## src/rtl/gpio_reg_pkg.sv

```systemverilog
// Shared types and constants for the GPIO register-file arbiter.
// Build option GPIO_ARB_RR_EN selects round-robin arbitration.
package gpio_reg_pkg;

    localparam int GPIO_AW = 3;
    localparam int GPIO_DW = 32;

    localparam logic [GPIO_AW-1:0] GPIO_REG_DATA_IN    = 3'b000;
    localparam logic [GPIO_AW-1:0] GPIO_REG_DATA_OUT   = 3'b001;
    localparam logic [GPIO_AW-1:0] GPIO_REG_DIR        = 3'b010;
    localparam logic [GPIO_AW-1:0] GPIO_REG_IRQ_EN     = 3'b011;
    localparam logic [GPIO_AW-1:0] GPIO_REG_IRQ_TYPE   = 3'b100;
    localparam logic [GPIO_AW-1:0] GPIO_REG_IRQ_POL    = 3'b101;
    localparam logic [GPIO_AW-1:0] GPIO_REG_IRQ_STATUS = 3'b110;
    localparam logic [GPIO_AW-1:0] GPIO_REG_IRQ_CLEAR  = 3'b111;

    typedef enum logic [1:0] {
        IDLE   = 2'd0,
        ACCESS = 2'd1,
        RESP   = 2'd2
    } arb_state_e;

    function automatic logic other_port(input logic port);
        return ~port;
    endfunction

endpackage

```

## src/rtl/gpio_arb_pick.sv

```systemverilog
// Combinational grant select between the two requesters.
// GPIO_ARB_RR_EN defined: round-robin on contention; otherwise port 0 always wins.
module gpio_arb_pick
    import gpio_reg_pkg::*;
(
    input  logic valid0,
    input  logic valid1,
    input  logic last_grant,
    output logic any_valid,
    output logic grant
);

    assign any_valid = valid0 | valid1;

`ifdef GPIO_ARB_RR_EN
    // On contention the port that was not served last goes first.
    always_comb begin
        grant = 1'b0;
        if (valid0 && valid1) begin
            grant = other_port(last_grant);
        end else if (valid1) begin
            grant = 1'b1;
        end
    end
`else
    logic unused_last_grant;

    assign unused_last_grant = last_grant;
    assign grant             = ~valid0 & valid1;
`endif

endmodule

```

## src/rtl/gpio_reg_arbiter.sv

```systemverilog
// Shares the GPIO register-file port between CPU (port 0) and debug/DMA (port 1).
// Build option GPIO_ARB_RR_EN switches arbitration from fixed priority to round-robin.
module gpio_reg_arbiter
    import gpio_reg_pkg::*;
#(
    parameter int DW = GPIO_DW,
    parameter int AW = GPIO_AW
) (
    input  logic          clk,
    input  logic          reset,

    input  logic          req0_valid,
    input  logic          req0_r_wn,
    input  logic [AW-1:0] req0_addr,
    input  logic [3:0]    req0_wben,
    input  logic [DW-1:0] req0_wdata,
    output logic          req0_ready,
    output logic          req0_rvalid,
    output logic [DW-1:0] req0_rdata,

    input  logic          req1_valid,
    input  logic          req1_r_wn,
    input  logic [AW-1:0] req1_addr,
    input  logic [3:0]    req1_wben,
    input  logic [DW-1:0] req1_wdata,
    output logic          req1_ready,
    output logic          req1_rvalid,
    output logic [DW-1:0] req1_rdata,

    output logic [AW-1:0] reg_addr,
    output logic [3:0]    reg_wben,
    output logic          reg_r_wn,
    output logic [DW-1:0] reg_wdata,
    input  logic [DW-1:0] reg_rdata,

    output logic          busy,
    output logic          grant_id
);

    arb_state_e    state_q, state_d;
    logic          grant_id_q, grant_id_d;
    logic          last_grant_q, last_grant_d;
    logic [AW-1:0] reg_addr_q, reg_addr_d;
    logic [3:0]    reg_wben_q, reg_wben_d;
    logic          reg_r_wn_q, reg_r_wn_d;
    logic [DW-1:0] reg_wdata_q, reg_wdata_d;
    logic [DW-1:0] rdata0_q, rdata0_d;
    logic [DW-1:0] rdata1_q, rdata1_d;

    logic          any_valid;
    logic          pick;
    logic          accept;
    logic          sel_r_wn;
    logic [AW-1:0] sel_addr;
    logic [3:0]    sel_wben;
    logic [DW-1:0] sel_wdata;
    logic [DW-1:0] resp_data;

    gpio_arb_pick u_pick (
        .valid0     (req0_valid),
        .valid1     (req1_valid),
        .last_grant (last_grant_q),
        .any_valid  (any_valid),
        .grant      (pick)
    );

    always_comb begin
        sel_r_wn  = req0_r_wn;
        sel_addr  = req0_addr;
        sel_wben  = req0_wben;
        sel_wdata = req0_wdata;
        if (pick) begin
            sel_r_wn  = req1_r_wn;
            sel_addr  = req1_addr;
            sel_wben  = req1_wben;
            sel_wdata = req1_wdata;
        end
    end

    // Ready is held low while reset is asserted so no handshake completes into a flop in reset.
    assign accept = (state_q == IDLE) && any_valid && reset;

    // Completion data: what the register block returned for a read, zero for a write.
    assign resp_data = reg_r_wn_q ? reg_rdata : '0;

    always_comb begin
        state_d      = state_q;
        grant_id_d   = grant_id_q;
        last_grant_d = last_grant_q;
        reg_addr_d   = reg_addr_q;
        reg_wdata_d  = reg_wdata_q;
        reg_wben_d   = 4'b0000;
        reg_r_wn_d   = 1'b1;
        rdata0_d     = rdata0_q;
        rdata1_d     = rdata1_q;

        unique case (state_q)
            IDLE: begin
                if (any_valid) begin
                    state_d     = ACCESS;
                    grant_id_d  = pick;
                    reg_addr_d  = sel_addr;
                    reg_wdata_d = sel_wdata;
                    reg_r_wn_d  = sel_r_wn;
                    reg_wben_d  = sel_r_wn ? 4'b0000 : sel_wben;
                end
            end
            ACCESS: begin
                state_d = RESP;
                if (grant_id_q) begin
                    rdata1_d = resp_data;
                end else begin
                    rdata0_d = resp_data;
                end
            end
            RESP: begin
                state_d      = IDLE;
                last_grant_d = grant_id_q;
            end
            default: begin
                state_d = IDLE;
            end
        endcase
    end

    always_ff @(posedge clk or negedge reset) begin
        if (!reset) begin
            state_q      <= IDLE;
            grant_id_q   <= 1'b0;
            last_grant_q <= 1'b1;
            reg_addr_q   <= '0;
            reg_wben_q   <= 4'b0000;
            reg_r_wn_q   <= 1'b1;
            reg_wdata_q  <= '0;
            rdata0_q     <= '0;
            rdata1_q     <= '0;
        end else begin
            state_q      <= state_d;
            grant_id_q   <= grant_id_d;
            last_grant_q <= last_grant_d;
            reg_addr_q   <= reg_addr_d;
            reg_wben_q   <= reg_wben_d;
            reg_r_wn_q   <= reg_r_wn_d;
            reg_wdata_q  <= reg_wdata_d;
            rdata0_q     <= rdata0_d;
            rdata1_q     <= rdata1_d;
        end
    end

    assign req0_ready  = accept & ~pick;
    assign req1_ready  = accept & pick;
    assign req0_rvalid = (state_q == RESP) && !grant_id_q;
    assign req1_rvalid = (state_q == RESP) && grant_id_q;
    assign req0_rdata  = rdata0_q;
    assign req1_rdata  = rdata1_q;

    assign reg_addr  = reg_addr_q;
    assign reg_wben  = reg_wben_q;
    assign reg_r_wn  = reg_r_wn_q;
    assign reg_wdata = reg_wdata_q;

    assign busy     = (state_q != IDLE);
    assign grant_id = grant_id_q;

endmodule

```

## config.mk

```make
export PLATFORM = sky130hd
export DESIGN_NAME = gpio_reg_arbiter
export DESIGN_NICKNAME = d
export VERILOG_FILES = /design/src/rtl/gpio_reg_pkg.sv /design/src/rtl/gpio_arb_pick.sv /design/src/rtl/gpio_reg_arbiter.sv
export SDC_FILE = /design/constraint.sdc
export NUM_CORES = 1
export LEC_CHECK = 0
export BUFFER_PORTS_ARGS = -buffer_cell sky130_fd_sc_hd__buf_2
export CAP_MARGIN = 5
export CORE_MARGIN = 10
export CORE_UTILIZATION = 45
export CTS_CLUSTER_SIZE = 24
export DETAILED_ROUTE_END_ITERATION = 6
export GPL_TIMING_DRIVEN = 0
export HOLD_SLACK_MARGIN = 0.02
export MAX_ROUTING_LAYER = met4
export PLACE_DENSITY = 0.79
export SLEW_MARGIN = 20
export SYNTH_ARGS = -nofsm -noshare
export SYNTH_HDL_FRONTEND = slang
export SYNTH_SLANG_ARGS = --single-unit
```

## constraint.sdc

```tcl
create_clock -name clk -period 1.6 [get_ports clk]
set_input_delay 0.16 -clock clk [delete_from_list [all_inputs] [get_ports clk]]
set_output_delay 0.16 -clock clk [all_outputs]
set_load 0.005 [all_outputs]
```

==> results of run 1 <==
## Yosys cell counts, drive strengths merged
master  count
dfrtp     106
nand2     104
mux2       70
o21ai      65
clkbuf     15
buf         9
a21oi       6
nor2b       3
and3        2
nor3b       2
and3b       1
dfstp       1
inv         1
nand2b      1
nand3b      1
nor2        1
o21a        1
or3b        1
## sequential cells by signal (all words and copies together), names as in the netlist
name        flops
reg_wben        4
reg_r_wn        1
state_q         2
grant_id        1
reg_wdata      32
req1_rdata     32
reg_addr        3
req0_rdata     32
## cells by family after synthesis
logic type	Yosys count
flops	107
mux	70
simple gates	116
compound gates	72
buf+inv	25
## worst max-delay path, delay by kind of cell, from the launching register on
kind	cells	cell delay (ps)
flip-flops	1	460
buffers and inverters	2	370
multiplexers	1	350
AO/OA/AOI/OAI	1	130
AND/OR/NAND/NOR	1	120
## metal layers
metal  track usage [%]  vias up  part of all wire [%]
met1              22.7     1861                    40
li1                  -     1808                     -
met5                 -        -                     0
met4              7.77        0                   2.8
met2              31.3      218                    48
met3              6.84       31                   9.1
## what timing repair did
item                                   CTS  global route
setup endpoints to repair               32            68
buffers inserted                         1             1
gates resized for setup                  7            18
endpoints found under the hold margin   53            49
pin swaps                                1             0
## final cells by class
class	instances	area, um^2
well taps	133	166
inverters	1	3.75
diodes	2	5.00
clock buffers	10	138
fillers	807	3580
flip-flops and latches	107	2680
repair buffers	235	1240
plain buffers	24	151
multi-input cells	258	1680
clock inverters	6	71.3
## metrics by stage
stage | setup WS, ps | power (mW) | util, %
after floorplan | 99.8 | 6.93 | -
after CTS | 1.89 | 11.1 | 62.9
final | 74.2 | 11.0 | 63.2
after detailed placement | -107 | 9.27 | 59.8
after global routing | -1.13 | 11.9 | 63.2
after global placement | -970 | 9.01 | 59.4
## cell usage in the layout, fill, tap and decap left out, drive strengths merged, types with 2 or more instances in the layout
cell type	instances
dlygate4sd3	7
nor3b	2
dfrtp	106
inv	3
nor2b	3
buf	241
and3	2
nand2	104
clkinvlp	2
diode	2
a21oi	6
o21ai	65
clkbuf	21
mux2	70
## worst min path at each step
stage	cells after the start	endpoint
6_report	1	req1_rdata[3]$_DFFE_PN0P_
5_1_grt	1	req1_rdata[3]$_DFFE_PN0P_
4_1_cts	1	req1_rdata[3]$_DFFE_PN0P_
3_5_place_dp	1	req1_rdata[3]$_DFFE_PN0P_
3_3_place_gp	3	reg_wben[3]$_DFF_PN0_
2_1_floorplan	0	grant_id$_DFFE_PN0P_
## power breakdown
part           total [mW]  switching [mW]  leakage (nW)  internal, mW
clock network        1.72           0.941        0.0995         0.781
logic                4.57            2.30          1.83          2.27
registers            4.71           0.728          1.31          3.98
total                11.0            3.97          3.24          7.03
==> results by group, run 1 <==
Clock tree
  – CTS buffer count: 9
  – Clock Latency Late Sink: 370 ps
  – CTS Hold Bufs: 7
  – Clock transition at path regs: 100 ps
  – H-tree depth: 3
  – CTS tree: built
  – Clk root buf: clkbuf_8
  – Max Root-Sink Buffers: 2
  – CTS sink count: roughly 110

Synthesis
  – Post-Synth Adder-Cell Area: 0%
  – YS warnings: 0
  – Synth Area in Compound Gates: 8.08%
  – Yosys cell types: 22
  – Sequential-to-total area share from yosys stat: 59.7%
  – Mean Syn Cell Area: 11.5 um^2
  – Mux contribution to synthesized area: a little under a fifth
  – Syn Nets: 506
  – Simple-gate area share of the yosys netlist: approximately 11%
  – Synth area leader: dfrtp_1
  – Synth Area in XOR/XNOR: 0%
  – Post-Synthesis Cell Area: 0.00449 mm^2
  – Cells after synthesis: 390
  – FF+latch count, synth: 107
  – Area contributors post-synth: dfrtp_1 (59%), mux2_2 (15%), nand2_1 (8.7%)
  – Top cell type's share of synthesized area: 59.1%
  – Largest family of logic cells by synthesized area: multiplexers

Worst setup path
  – Maximum fanout along the worst path: 10
  – Worst setup path class: reg2reg
  – R2r endpoint: reg_wdata[13]$_DFFE_PN0P_
  – Worst Setup EP: reg_wdata[13]$_DFFE_PN0P_
  – Data required, critical path: around 1900 ps
  – Worst path slowest cell: dfrtp_2
  – Arr. time, crit path: between 1500 and 2000 ps
  – CP Launch Point: state_q[0]$_DFFE_PN0P_
  – Crit path cell chain: nor2_4, o21a_1, buf_4, buf_6, mux2_2
  – FF-to-FF Start: state_q[0]$_DFFE_PN0P_
  – Critical path launch point type: flop
  – CP Capture Type: flop
  – CP max stage delay: 460 ps
  – Worst-case reg-to-reg path depth: 5
  – Reg2reg setup slack: 70 ps

Die
  – Die height: between 100 and 150 um
  – Ports: 226
  – # rows: 36
  – Core Area: 0.00973 mm^2
  – Die X: 120 um
  – Die area: 0.0144 mm^2
  – Initial core utilization: a little under half

Final layout
  – Number of nets in the layout: approximately 750
  – Design area: 0.00614 mm^2
  – Final std cells w/o fill: 776
  – Layout cells sized above 1: 52.4%
  – Synthesis-to-finish area growth: 36.9%

Outcome
  – Failing checks: negative hold slack
  – Status: finished, violations left

Place
  – Cell area after placement: 0.00581 mm^2
  – Detailed placement HPWL: roughly 11,000 um
  – Port Buffer Count: 225
  – GP Congestion: 0.842
  – Cell count after placement: 749

Timing
  – Max-slew headroom: between 60% and 70%
  – Endpoints failing hold: 49
  – Slew Limit Fails: 0
  – Measured slew at the worst slew-check pin: 488 ps
  – Setup-failing EPs final: 0
  – TNS Setup: 0 ps
  – Min Tclk post-route: 1530 ps
  – Tcrit/Tclk final: 95.4%
  – Clock Skews: 13.3 ps
  – Hold_ws: -281 ps
  – Highest clock rate: 0.655 GHz

Drt
  – First DRT Iteration DRCs: 336
  – Vias: 3,918
  – Vias per cell: 5.05
  – Final wirelength: between 10,000 and 15,000 um
  – DRC violations left: 0
  – Final ANT Viol Nets: 0
  – Routed WL per cell: 18.0 um
  – TritonRoute pass-1 iters: 5

GRT
  – Initial antenna violation count: 2
  – GRT overflow: 0
  – Vias in the first global route: roughly 4,400
  – GRT Resource Usage Total: 19.8%
  – First-pass GRT wire length: 22,400 um
  – Largest net degree at the start of global routing: 58

Job
  – Max-cap violation count: 0

Power
  – Leakage power: 3.24 nW
  – VDD IR max: 829 uV
  – Power Dens Cells: 1790 mW/mm^2

Worst hold path
  – Hold WC Path Type: in2async
(Power assumes the default switching activity.)
==> inputs of run 2 (changes only) <==
- CORE_MARGIN: 10 -> default
==> results by group, run 2 (synthesis results as in run 1) <==
Outcome
  – Status: finished, final reports clean

GRT
  – First-pass GRT wire length: 18,000 um
  – GRT Resource Usage Total: 23.2%
  – Initial antenna violation count: 0
  – GRT overflow: 0
  – Largest net degree at the start of global routing: 69
  – Vias in the first global route: 3,731

Power
  – Sequential share of power: a little over two fifths
  – VDD IR max: 903 uV
  – Switching power share of the total: 34.7%
  – Leakage power: 3.22 nW
  – Clock share of power: 16.1%
  – Power Dens Cells: 1780 mW/mm^2
  – Total power: 10.8 mW
  – Internal cell power: 7.06 mW
  – Sw Pwr: around 3.7 mW
  – Comb pwr share: 40.8%

Final layout
  – Number of diodes: 0
  – Number of nets in the layout: 747
  – Most frequent cells in the layout: buf_2 (230), dfrtp_1 (105), nand2_1 (104), mux2_2 (58), o21ai_0 (36)
  – Design area: 0.00608 mm^2
  – Most common cell after layout, fill and taps aside: buf_2
  – Layout cells sized above 1: a little over half
  – Synthesis-to-finish area growth: 35.5%

Worst hold path
  – HP Start: req1_wben[3]
  – Hold WC Path Type: in2reg
  – Min-Delay Endpoint: reg_wben[3]$_DFF_PN0_
  – Worst Hold Depth: 3

Clock tree
  – Max Root-Sink Buffers: 2
  – Clock transition at path regs: 100 ps
  – CTS tree: built
  – H-tree depth: 3
  – CTS buffer count: 9
  – Clock Latency Late Sink: 360 ps
  – CTS sink count: about 110
  – Clk root buf: clkbuf_8

Place
  – Detailed placement HPWL: 8820 um
  – Post-placement worst setup slack: -128 ps
  – GP Congestion: 0.765
  – Port Buffer Count: 225
  – Cell area after placement: 0.00581 mm^2

Worst setup path
  – Worst setup path class: reg2reg
  – CP Capture Type: flop
  – Worst-case reg-to-reg path depth: 5
  – FF-to-FF Start: state_q[0]$_DFFE_PN0P_
  – R2r endpoint: reg_addr[2]$_DFFE_PN0P_
  – Arr. time, crit path: about 1800 ps
  – Reg2reg setup slack: between 40 and 50 ps
  – Maximum fanout along the worst path: 10
  – Data required, critical path: between 1500 and 2000 ps
  – Critical path launch point type: flop

Timing
  – Max-slew headroom: between 60% and 70%
  – Hold_ws: 39.5 ps
  – TNS Setup: 0 ps
  – Endpoints failing hold: 0
  – Highest clock rate: 0.642 GHz
  – Measured slew at the worst slew-check pin: 491 ps
  – Fin worst setup slack: 41.4 ps
  – RSZ-0062 raised after global routing: true
  – Tcrit/Tclk final: 97.4%
  – Slew Limit Fails: 0
  – Setup-failing EPs final: 0
  – Min Tclk post-route: 1560 ps
  – Clock Skews: around 10 ps

Drt
  – Final ANT Viol Nets: 0
  – Vias: 3,861
  – Routed WL per cell: 15.0 um
  – Final wirelength: about 12,000 um
  – DRC violations left: 0
  – Vias per cell: between 5 and 6
  – First DRT Iteration DRCs: 106
  – TritonRoute pass-1 iters: 4

Die
  – Core Area: slightly below 0.01 mm^2
  – Initial core utilization: roughly 46%
  – Die X: 102 um
  – Die area: 0.0104 mm^2
  – # rows: 36
  – Ports: 226
  – Die height: roughly 100 um

Job
  – Max-cap violation count: 0
[run 2: changes by cell type in the layout (fill, tap and decap cells not counted)]
cell           delta
clkbuf_2          -1
buf_4             +2
dlygate4sd3_1     -6
clkbuf_8          +2
clkinv_4          -1
diode_2           -2
dfrtp_2           -1
clkbuf_1          +3
buf_8             -1
buf_12            +1
inv_6             -2
dfrtp_1           +1
buf_6             -2
[run 2: power groups by stage]
stage	Combinational, mW	Clock [mW]	Sequential, mW
after global routing	4.96	1.87	4.83
after floorplan	2.16	0	4.76
after global placement	4.22	0	4.64
final	4.41	1.74	4.66
after CTS	4.43	1.78	4.68
after detailed placement	4.37	0	4.71
[run 2: worst max path at each step]
stage,start,to,slack (ps),cells past startpoint
final,state_q[0]$_DFFE_PN0P_,reg_addr[2]$_DFFE_PN0P_,40,5
after global routing,state_q[0]$_DFFE_PN0P_,reg_addr[2]$_DFFE_PN0P_,-30,5
after CTS,reset,req1_ready,2,4
after detailed placement,state_q[1]$_DFFE_PN0P_,reg_addr[2]$_DFFE_PN0P_,-130,5
after global placement,reset,req0_ready,-990,3
after floorplan,state_q[1]$_DFFE_PN0P_,reg_addr[2]$_DFFE_PN0P_,100,5
[run 2: layout make-up]
| cell class | count | area (um^2) |
|---|---|---|
| Inverter | 1 | 3.75 |
| Multi-Input combinational cell | 258 | 1680 |
| Clock buffer | 13 | 169 |
| Buffer | 24 | 135 |
| Clock inverter | 3 | 45.0 |
| Tap cell | 133 | 166 |
| Sequential cell | 107 | 2680 |
| Timing Repair Buffer | 230 | 1200 |
| Fill cell | 802 | 3650 |
[run 2: what timing repair did]
item,in CTS,in global routing
setup buffers,1,2
resized for setup,5,11
hold buffers,1,0
endpoints found under the setup margin,36,86
pin swaps,1,0
endpoints found under the hold margin,39,0
gates cloned,0,0
[run 2: metal layers]
layer	GRT usage, %	routed length, um	up-vias
li1	-	-	1800
met1	28.8	4760	1858
met2	38.4	5790	188
met3	4.45	847	15
met4	7.14	161	0
met5	-	0	-
[run 2: metrics by stage]
stage               utilization (%)  std cells
floorplan                         -        390
global placement               59.4        748
detailed placement             59.8        749
CTS                            62.2        767
global route                   62.5        769
finish                         62.5        769
[run 2: worst max-delay path, stage by stage, from the launching register on]
cell     delay [ps]
dfrtp_2         450
nor2_4          130
o21a_1          120
buf_4           170
buf_4           210
mux2_2          360
==> inputs of run 3 (changes only) <==
- clock period: 1.6 -> 1.5 ns (I/O delays scaled with it)
==> results by group, run 3 (synthesis results as in run 1) <==
GRT
  – Initial antenna violation count: 0
  – GRT Resource Usage Total: 24.1%
  – First-pass GRT wire length: approximately 19,000 um
  – Vias in the first global route: ~3,900
  – GRT overflow: 0
  – Largest net degree at the start of global routing: 64

Die
  – Die area: 0.0104 mm^2
  – Ports: 226
  – # rows: 36
  – Die X: 102 um
  – Core Area: approximately 0.01 mm^2
  – Initial core utilization: 46.1%
  – Die height: 102 um

Final layout
  – Most common cell after layout, fill and taps aside: buf_2
  – Number of nets in the layout: 758
  – Number of diodes: 0
  – Utilization after layout: 65.9%
  – Synthesis-to-finish area growth: 42.8%
  – Most frequent cells in the layout: buf_2 (225), nand2_1 (104), dfrtp_1 (104), mux2_4 (41), o21ai_0 (36)
  – Layout cells sized above 1: between 50% and 60%

Timing
  – Slew Limit Fails: 0
  – Fin worst setup slack: -15.0 ps
  – Measured slew at the worst slew-check pin: 451 ps
  – Setup-failing EPs final: 10
  – Highest clock rate: 0.660 GHz
  – Hold_ws: -289 ps
  – RSZ-0062 raised after global routing: true
  – Clock Skews: between 9 and 10 ps
  – Min Tclk post-route: 1510 ps
  – TNS Setup: -73.8 ps
  – Max-slew headroom: ~70%
  – Tcrit/Tclk final: 101%
  – Endpoints failing hold: 43

Place
  – GP Congestion: 0.766
  – Port Buffer Count: 225
  – Detailed placement HPWL: 9040 um

Worst setup path
  – Crit path cell chain: nor2_4, buf_6, and3_4, buf_6
  – FF-to-FF Start: state_q[1]$_DFFE_PN0P_
  – CP max stage delay: around 450 ps
  – Data required, critical path: 1350 ps
  – CP most frequent cell: buf_6
  – Maximum fanout along the worst path: 6
  – Critical path launch point type: flop
  – Worst setup path class: reg2out
  – Reg2reg setup slack: -10 ps
  – Worst-case reg-to-reg path depth: 5
  – CP Capture Type: primary output
  – R2r endpoint: reg_wdata[20]$_DFFE_PN0P_
  – Worst path slowest cell: dfrtp_2
  – Arr. time, crit path: 1360 ps

Clock tree
  – Clock Latency Late Sink: 350 ps
  – CTS sink count: 107
  – Clock transition at path regs: 100 ps
  – Max Root-Sink Buffers: 2
  – H-tree depth: 3
  – CTS buffer count: 9
  – CTS tree: built
  – Clk root buf: clkbuf_8

Drt
  – Final wirelength: 12,500 um
  – Routed WL per cell: around 16 um
  – Vias: 3,959
  – Final ANT Viol Nets: 0
  – First DRT Iteration DRCs: between 100 and 150
  – TritonRoute pass-1 iters: 4
  – DRC violations left: 0
  – Vias per cell: 5.08

Outcome
  – Failing checks: negative hold slack, negative setup slack
  – Status: finished, violations left

Worst hold path
  – Hold WC Path Type: in2async

Power
  – VDD IR max: 918 uV
  – Power Dens Cells: 1940 mW/mm^2
  – Leakage power: 3.44 nW

Job
  – Max-cap violation count: 0
==> run 3: changes by cell type in the layout (fill, tap and decap cells not counted), moves of 5 or more <==
cell / delta
clkbuf_1: -7
buf_6: +6
mux2_2: -29
buf_2: -5
mux2_4: +29
dlygate4sd3_1: +5
==> run 3: stage by stage <==
stage                     area [um^2]  cells  power [mW]  worst slack, ps  hold WS, ps
after CTS                        6160    776        11.8            -20.8         -289
after global placement           5790    748        9.44            -1040          388
final                            6410    780        12.4            -15.0         -289
after global routing             6410    780        13.3            -76.4         -280
after detailed placement         5820    749        9.71             -176          111
after floorplan                  4490    390        7.41             34.7         -146
==> run 3: power breakdown <==
group / internal (mW) / switching (mW) / leakage, nW
Combinational: 3.11 / 2.54 / 2.03
Clock: 0.818 / 0.951 / 0.0926
Sequential: 4.25 / 0.771 / 1.31
==> run 3: layout make-up <==
class | instances | area, um^2
buffer | 24 | 200
clock buffer | 12 | 145
clock inverter | 4 | 50.0
fill | 767 | 3320
inverter | 1 | 3.75
multi-input combinational | 258 | 1800
sequential | 107 | 2680
tap | 133 | 166
timing repair buffer | 241 | 1360
==> run 3: per-layer routing <==
layer | vias to the layer above | global-route usage, % | share of wire [%]
met5 | - | - | 0
met4 | 0 | 7.58 | 1.4
met3 | 16 | 6.22 | 7.1
met2 | 187 | 41.1 | 51
met1 | 1933 | 27.9 | 41
li1 | 1823 | - | -
==> run 3: worst max-delay path by stage <==
stage                           start                         to  slack (ps)
3_5_place_dp   state_q[1]$_DFFE_PN0P_  reg_wdata[28]$_DFFE_PN0P_        -180
4_1_cts        state_q[0]$_DFFE_PN0P_                 req0_ready         -20
5_1_grt        state_q[1]$_DFFE_PN0P_                 req0_ready         -80
3_3_place_gp                    reset                 req0_ready       -1040
2_1_floorplan  state_q[1]$_DFFE_PN0P_    reg_addr[2]$_DFFE_PN0P_          30
6_report       state_q[1]$_DFFE_PN0P_                 req0_ready         -10
==> run 3: timing repair <==
action,in CTS,in global routing
hold endpoints to repair,46,44
pin swaps,1,1
setup buffers,6,0
hold buffers,5,1
cloned,0,3
resized for setup,19,64
endpoints found under the setup margin,92,98
==> run 3: critical path, delay by kind of cell, from the launching register on <==
family	cells	cell delay, ps
flops	1	450
buf+inv	2	230
simple gates	2	330
